## src/rtl/mem_access_if.sv

```systemverilog
// Byte-wide memory bus between the load/store sequencer and memory.
// The master issues one byte request at a time; the slave completes it with ack.
interface mem_access_if;
  logic        req;
  logic        we;
  logic [31:0] addr;
  logic [7:0]  wdata;
  logic        ack;
  logic [7:0]  rdata;

  modport master (output req, we, addr, wdata, input ack, rdata);
  modport slave  (input req, we, addr, wdata, output ack, rdata);
endinterface

```

## src/rtl/mem_access.sv

```systemverilog
// Load/store sequencer: splits 1/2/4-byte accesses into little-endian byte transactions.
// Optional MEMACC_ALIGN_CHECK_EN turns misaligned half/word accesses into a fault pulse.
module mem_access (
  input  logic        i_clk,
  input  logic        i_rst,
  input  logic        i_start,
  input  logic [31:0] i_addr,
  input  logic [31:0] i_wdata,
  input  logic [2:0]  i_insize,
  input  logic        i_insign,
  input  logic [2:0]  i_outsize,
  output logic        o_busy,
  output logic        o_done,
  output logic        o_fault,
  output logic [31:0] o_rdata,
  mem_access_if.master bus
);

  // state | meaning
  // IDLE  | waiting for i_start
  // XFER  | byte transactions in flight, k selects the current byte
  // DONE  | completion (or fault) pulse cycle
  localparam logic [1:0] IDLE = 2'd0;
  localparam logic [1:0] XFER = 2'd1;
  localparam logic [1:0] DONE = 2'd2;

  logic [1:0]  state;
  logic [31:0] addr_q;
  logic [31:0] wdata_q;
  logic [31:0] asm_q;
  logic [2:0]  n_q;
  logic [1:0]  k;
  logic        store_q;
  logic        sign_q;

  logic        out_ok;
  logic        in_ok;
  logic [2:0]  n_dec;
  logic        misal;
  logic [1:0]  k_inc;
  logic        k_last;
  logic [31:0] asm_next;
  logic [31:0] ext;

  always_comb begin
    out_ok = (i_outsize == 3'd1) || (i_outsize == 3'd2) || (i_outsize == 3'd4);
    in_ok  = (i_insize == 3'd1) || (i_insize == 3'd2) || (i_insize == 3'd4);
    n_dec  = out_ok ? i_outsize : (in_ok ? i_insize : 3'd0);
    misal  = 1'b0;
`ifdef MEMACC_ALIGN_CHECK_EN
    misal  = ((n_dec == 3'd2) && i_addr[0]) || ((n_dec == 3'd4) && (i_addr[1:0] != 2'b00));
`endif
  end

  // Assembly including the byte arriving this cycle, so the final ack can publish directly.
  always_comb begin
    k_inc    = k + 2'd1;
    k_last   = ({1'b0, k} == (n_q - 3'd1));
    asm_next = asm_q;
    asm_next[{k, 3'b000} +: 8] = bus.rdata;
    case (n_q)
      3'd1:    ext = {{24{sign_q & asm_next[7]}}, asm_next[7:0]};
      3'd2:    ext = {{16{sign_q & asm_next[15]}}, asm_next[15:0]};
      default: ext = asm_next;
    endcase
  end

  always_ff @(posedge i_clk) begin
    if (i_rst) begin
      state     <= IDLE;
      addr_q    <= '0;
      wdata_q   <= '0;
      asm_q     <= '0;
      n_q       <= '0;
      k         <= '0;
      store_q   <= 1'b0;
      sign_q    <= 1'b0;
      o_busy    <= 1'b0;
      o_done    <= 1'b0;
      o_fault   <= 1'b0;
      o_rdata   <= '0;
      bus.req   <= 1'b0;
      bus.we    <= 1'b0;
      bus.addr  <= '0;
      bus.wdata <= '0;
    end else begin
      o_done  <= 1'b0;
      o_fault <= 1'b0;
      case (state)
        IDLE: begin
          if (i_start) begin
            addr_q  <= i_addr;
            wdata_q <= i_wdata;
            n_q     <= n_dec;
            store_q <= out_ok;
            sign_q  <= i_insign;
            k       <= 2'd0;
            asm_q   <= '0;
            o_busy  <= 1'b1;
            if ((n_dec == 3'd0) || misal) begin
              state   <= DONE;
              o_done  <= ~misal;
              o_fault <= misal;
            end else begin
              state     <= XFER;
              bus.req   <= 1'b1;
              bus.we    <= out_ok;
              bus.addr  <= i_addr;
              bus.wdata <= i_wdata[7:0];
            end
          end
        end
        XFER: begin
          if (bus.ack) begin
            asm_q <= asm_next;
            if (k_last) begin
              state   <= DONE;
              bus.req <= 1'b0;
              bus.we  <= 1'b0;
              o_done  <= 1'b1;
              if (!store_q) o_rdata <= ext;
            end else begin
              k         <= k_inc;
              bus.addr  <= addr_q + {30'd0, k_inc};
              bus.wdata <= wdata_q[{k_inc, 3'b000} +: 8];
            end
          end
        end
        DONE: begin
          state  <= IDLE;
          o_busy <= 1'b0;
        end
        default: state <= IDLE;
      endcase
    end
  end

endmodule
```

## src/flat_wrapper.sv

```systemverilog
// flat-port wrapper written by rule: the top's interface ports become plain ports
module mem_access_flat 
  (i_clk, i_rst, i_start, i_addr, i_wdata, i_insize, i_insign, i_outsize, o_busy, o_done, o_fault, o_rdata, bus_req, bus_we, bus_addr, bus_wdata, bus_ack, bus_rdata);
  mem_access_if bus_i ();
  input  logic i_clk;
  input  logic i_rst;
  input  logic i_start;
  input  logic [31:0] i_addr;
  input  logic [31:0] i_wdata;
  input  logic [2:0] i_insize;
  input  logic i_insign;
  input  logic [2:0] i_outsize;
  output logic o_busy;
  output logic o_done;
  output logic o_fault;
  output logic [31:0] o_rdata;
  output wire logic [$bits(bus_i.req)-1:0] bus_req;
  output wire logic [$bits(bus_i.we)-1:0] bus_we;
  output wire logic [$bits(bus_i.addr)-1:0] bus_addr;
  output wire logic [$bits(bus_i.wdata)-1:0] bus_wdata;
  input wire logic [$bits(bus_i.ack)-1:0] bus_ack;
  input wire logic [$bits(bus_i.rdata)-1:0] bus_rdata;
  assign bus_req = bus_i.req;
  assign bus_we = bus_i.we;
  assign bus_addr = bus_i.addr;
  assign bus_wdata = bus_i.wdata;
  assign bus_i.ack = bus_ack;
  assign bus_i.rdata = bus_rdata;
  mem_access u_core (.i_clk(i_clk), .i_rst(i_rst), .i_start(i_start), .i_addr(i_addr), .i_wdata(i_wdata), .i_insize(i_insize), .i_insign(i_insign), .i_outsize(i_outsize), .o_busy(o_busy), .o_done(o_done), .o_fault(o_fault), .o_rdata(o_rdata), .bus(bus_i));
endmodule
```

## config.mk

```make
export PLATFORM = sky130hd
export DESIGN_NAME = mem_access_flat
export DESIGN_NICKNAME = d
export VERILOG_FILES = /design/src/rtl/mem_access_if.sv /design/src/rtl/mem_access.sv /design/src/flat_wrapper.sv
export SDC_FILE = /design/constraint.sdc
export NUM_CORES = 1
export LEC_CHECK = 0
export ABC_AREA = 1
export BUFFER_PORTS_ARGS = -buffer_cell sky130_fd_sc_hd__buf_2
export CAP_MARGIN = 20
export CORE_AREA = 2 2 176 178
export CTS_BUF_LIST = sky130_fd_sc_hd__clkbuf_4
export DETAILED_ROUTE_END_ITERATION = 6
export DIE_AREA = 0 0 178 180
export PLACE_DENSITY_LB_ADDON = 0.25
export SYNTH_ARGS = -nofsm -noshare
export SYNTH_HDL_FRONTEND = slang
export SYNTH_SLANG_ARGS = --single-unit
export TNS_END_PERCENT = 10
```

## constraint.sdc

```tcl
create_clock -name i_clk -period 3.5 [get_ports i_clk]
set_input_delay 0.35 -clock i_clk [delete_from_list [all_inputs] [get_ports i_clk]]
set_output_delay 0.35 -clock i_clk [all_outputs]
set_load 0.05 [all_outputs]
```

After elaboration in Yosys (flattened, before gate mapping)
Cells that the tools add are included.
{"block": "totals", "ff_bits": 181, "latch_bits": 0, "ram_bits": 0, "mem_bits_ro": 0, "inputBits": 83, "out_inout_bits": 77, "wordCells": 98, "memories": 0}
{"block": "classes", "addsub": 4, "n_mul": 0, "div_mod_pow": 0, "n_lt_le_gt_ge": 0, "n_eq_ne": 16, "shifts": 3, "muxes": 41, "bitwise_logic": 3, "n_reduce_logical": 16}
{"op": "32-bit two-way mux", "count": 6}
{"op": "32-bit case mux with 2 select lines", "count": 3}
{"op": "32-bit by 2-bit adder with 32-bit output", "count": 1}
{"op": "32-bit bitwise mux", "count": 1}
{"op": "8-bit two-way mux", "count": 4}
{"op": "8-bit by 7-bit variable shift with 32-bit output, first input constant", "count": 1}
{"op": "32-bit by 6-bit indexed part select with 8-bit output", "count": 1}
{"op": "8-bit by 7-bit indexed part select with 32-bit output", "count": 1}
{"op": "8-bit case mux with 2 select lines", "count": 1}
{"op": "2-bit two-way mux", "count": 7}
{"op": "1-bit two-way mux", "count": 11}
{"op": "5-bit AND reduction", "count": 2}
{"op": "3-bit by 1-bit equality test with 1-bit output, second input constant", "count": 3}
{"op": "3-bit by 2-bit equality test with 1-bit output, second input constant", "count": 3}
{"op": "2-bit inequality test, second input constant", "count": 4}
{"op": "1-bit case mux with 2 select lines", "count": 4}
{"op": "2-bit case mux with 2 select lines", "count": 2}
{"op": "4-bit AND reduction", "count": 2}
{"op": "5-bit negator with 7-bit output", "count": 1}
{"op": "3-bit equality test, second input constant", "count": 2}
{"op": "3-bit two-way mux", "count": 2}
{"op": "3-bit AND reduction", "count": 2}
{"op": "1-bit logical OR", "count": 4}
{"op": "2-bit AND reduction", "count": 2}
{"op": "11 further kinds", "count": 13}

Depth between registers and ports, before layout
{"block": "depth", "depth_word": 9, "mapped_depth": 16, "depth_no_buf": 14}

Worst setup path after synthesis
OpenSTA, ideal clock, no wires.
{"block": "synth_path", "path_kind": "reg2reg", "start": "reg u_core.k[0]", "end": "reg u_core.bus.addr[4]", "setup_time_ps": 136, "arrival_time_ps": 2456, "required_ps": 3364, "slack_ps": 908, "path_stages_with_launch": 12, "n_path_buf": 2, "synth_period_minus_slack_ps": 2592, "path_cell_list": "dfxtp_1 > buf_6 > inv_1 > clkbuf_1 > ha_1 > fa_1 > nand2_1 > nor2_2 > or2_2 > a22o_1 > nand2_1 > a21oi_2"}
{"block": "synth_via", "elab_chain_len": 5, "elab_cells_between_ends": 8, "classes_between": "add/sub: 2; eq/ne: 2; mux: 3; reduce/logical: 1"}
{"element": "start: declaration", "line_no": "mem_access.sv:32", "source": "logic [1:0] k;"}
{"element": "start signal: assignment", "line_no": "mem_access.sv:123", "source": "k <= k_inc;"}
{"element": "2-bit by 1-bit adder with 2-bit output", "line_no": "mem_access.sv:57", "source": "k_inc = k + 2'd1;"}
{"element": "32-bit by 2-bit adder with 32-bit output", "line_no": "mem_access.sv:124", "source": "bus.addr <= addr_q + {30'd0, k_inc};"}
{"element": "32-bit two-way mux", "line_no": "mem_access.sv:116", "source": "if (k_last) begin"}
{"element": "32-bit two-way mux", "line_no": "mem_access.sv:114", "source": "if (bus.ack) begin"}
{"element": "32-bit case mux with 2 select lines", "line_no": "mem_access.sv:89", "source": "case (state)"}
{"element": "end signal: assignment", "line_no": "mem_access.sv:108", "source": "bus.addr <= i_addr;"}
{"element": "end signal: assignment", "line_no": "mem_access.sv:124"}
{"element": "end: declaration", "line_no": "mem_access_if.sv:11", "source": "modport master (output req, we, addr, wdata, input ack, rdata);"}
Several ways; a longest one is shown, not always the timed one. The select of a mux whose other input is x is not followed.
A chain may end at the register's enable or synchronous reset.

Worst setup path in the final report
{"block": "layout_path", "start": "reg u_core.k[1]", "end": "reg u_core.bus.addr[29]"}
Same word-level chain as after synthesis.

==> metrics.txt <==
status complete, no violations; Post-synth EDFFs 0; Top cell by count, worst path nand2_1; post-route ant nets 0; Via Count 8936; initial core utilization 0.297; CTS Buf Count 17; YS warnings 0; # clock sinks 181; share of cells above drive strength 1 0.165; Hold WS 0.0398 ns; clock skew 0.0400 ns; top routing layer in use met4; Core Util, Final 0.354; worst reg2reg path depth 14; most frequent cells in the layout nand2_1, nor2_1, dfxtp_1; clk_lat worst skew 0.60 ns; worst slew pin tran 0.841 ns; Met2 Wirelength 13300 um; routed metal-1 wirelength 13900 um; initial DRC count 591; wire length per cell 15.1 um; sequential fraction of the synthesis area 0.404; Hold Path Class input port to flop; Final Hold Vio Count 0; Worst Setup SP u_core.k[1]; worst reg2reg path endpoint u_core.bus.addr[29]; Final Max Slew Viols 0; Die Wd 178 um; synthesized area 0.00897 mm2; Worst setup endpoint u_core.bus.addr[29]; Worst VDD drop 0.239 mV; Synth Area per Inst 6.72 um2; final wirelength 28700 um; GRT Util Overall 0.180; Final Cell Area 0.0107 mm2; H-tree Lvls 4; most common flop cell mapped by yosys dfxtp_1; post-synth cell types 45; Post-synth ARST share 0; Pre-antenna DRT Iters 5; CP max-delay cell nor3_1; Layout area overhead 19.1%; setup total negative slack 0 ns; Synth top area share 0.404; WL met3 1200 um; Cell Pwr Density 517 mW/mm2; Max-Cap Viols 0; slew margin rel. 0.439; Fillers 3319; startpoint types flop; Final #Nets 1581; cts repair resizes 0; CTS clk-pin slew, worst paths 0.19 ns; # port buffers 158; DRC 0; first-pass GRT wire length 45700 um; Tcrit/Tclk final 0.757; Crit. End Element flop; initial antenna violation count 1; Seq. cell area 0.00362 mm2; die area 0.0320 mm2; peak fanout along the critical path 5; syn nets 1429; largest net degree at the start of global routing 85; RSZ-0062 raised after global routing no; die height 180 um; CP max stage delay 0.54 ns; top post-synthesis cells by area dfxtp_1, nand2_1, nor2_1; CTS max path bufs 2; Worst Setup Path Type flop to flop; Reg2Reg Setup Slack 0.85 ns; drt via density 4.71; Rows 64; clk root buf clkbuf_4; Worst Path Arrival 3.13 ns; vias in the first global route 8390; Overflow after GRT 0; Synth Register Bits 181; HPWL Detailed 20200 um; Pleak 0.00460 uW; reg2reg start u_core.k[1]; post-layout min period 2.65 ns; # IOs 160; Fmax achieved 377 MHz; CTS tree yes; crit-path cells inv_1, ha_1, ha_1, nand2_1, nand2_1, nand2_1, nor3_1, nand2_1, nand2_1, nand2_1, nand2_1, nand2_1, nor2_1, nor2_1; Post-DP Area 0.0100 mm2; Setup Viol. Count Final 0; Synth area leader dfxtp_1; Synth Instances 1335; core area 0.0302 mm2; area of the multi-input gates 0.00455 mm2; worst endpoint required time 3.99 ns; GP Congestion 0.834; most common cell after layout, fill and taps aside nand2_1
==> layer usage <==
layer | vias up | track usage
li1 | 4593 | -
met1 | 4118 | 0.256
met2 | 206 | 0.288
met3 | 19 | 0.0264
met4 | 0 | 0.0370
met5 | - | 0
==> cell families (layout without fill, tap and decap cells) <==
| family | Yosys count | count (layout) | share of synthesized area |
|---|---|---|---|
| simple gates | 646 | 646 | 0.296 |
| compound gates | 295 | 295 | 0.183 |
| buf+inv | 190 | 355 | 0.0887 |
| flops | 181 | 181 | 0.404 |
| fa+ha+maj | 11 | 11 | 0.0162 |
| xor+xnor | 11 | 11 | 0.0116 |
| other cells | 1 | 2 | 0.000418 |
==> how the worst min path moves through the flow <==
stage / cells past startpoint / from / to / slack (ns)
2_1_floorplan: 2 / u_core.wdata_q[23] / u_core.wdata_q[23] / 0.43
3_3_place_gp: 2 / u_core.wdata_q[23] / u_core.wdata_q[23] / 0.44
3_5_place_dp: 2 / u_core.asm_q[10] / u_core.asm_q[10] / 0.45
4_1_cts: 3 / i_wdata[26] / u_core.wdata_q[26] / 0.001
5_1_grt: 3 / i_wdata[20] / u_core.wdata_q[20] / 0.0004
6_report: 3 / i_wdata[20] / u_core.wdata_q[20] / 0.04
==> per-stage QoR <==
stage	setup slack (ns)	instances	total power (uW)
after detailed placement	0.888	1830	4230
after global placement	0.927	1830	4230
final	0.850	1897	5530
after floorplan	0.908	1335	3740
after global routing	0.583	1897	5880
after CTS	0.831	1896	5590
==> sequential cells by signal, summed over array words and instances, names as in the netlist, 2 cells and up <==
| name | cells |
|---|---|
| u_core.k | 2 |
| u_core.bus.wdata | 8 |
| u_core.asm_q | 32 |
| u_core.state | 2 |
| u_core.wdata_q | 32 |
| u_core.bus.addr | 32 |
| u_core.o_rdata | 32 |
| u_core.addr_q | 32 |
| u_core.n_q | 3 |
==> Yosys cell counts (4+ instances only) <==
cell type and instances:
a21oi_1 112, a21oi_2 11, a22oi_1 4, buf_1 5
buf_4 5, buf_6 8, clkbuf_1 49, clkinv_1 10
dfxtp_1 181, ha_1 10, inv_1 105, inv_2 5
nand2_1 366, nand2_2 11, nand3_1 25, nand3b_1 8
nand4_1 6, nor2_1 202, nor3_1 12, o2111ai_1 7
o21ai_0 108, o21ai_1 21, o22ai_1 15, o31ai_1 4
xor2_1 7
==> power by group <==
group,internal [uW],total (uW),switching (uW),leakage [uW]
clock network,412,1320,907,0.000173
registers,2270,2430,161,0.00148
logic,489,1770,1280,0.00294
==> repair_timing <==
| item | 4_1_cts | 5_1_grt |
|---|---|---|
| setup buffers | 0 | 0 |
| hold buffers | 34 | 0 |
| hold endpoints to repair | 34 | 0 |
==> worst max-delay path, delay by kind of cell (launching register included) <==
kind	cells	cell delay [ns]
flip-flops	1	0.43
adder cells (fa/ha/maj)	2	0.66
AND/OR/NAND/NOR	11	1.34
buffers and inverters	1	0.12
==> cell type report <==
cell class	instances	share of cell area
diodes	1	0.000234
clock buffers	17	0.0120
clock inverters	15	0.0187
well taps	396	0.0464
multi-input cells	964	0.426
repair buffers	203	0.115
inverters	120	0.0422
flip-flops and latches	181	0.339
Power figures use the tool's default switching activity.
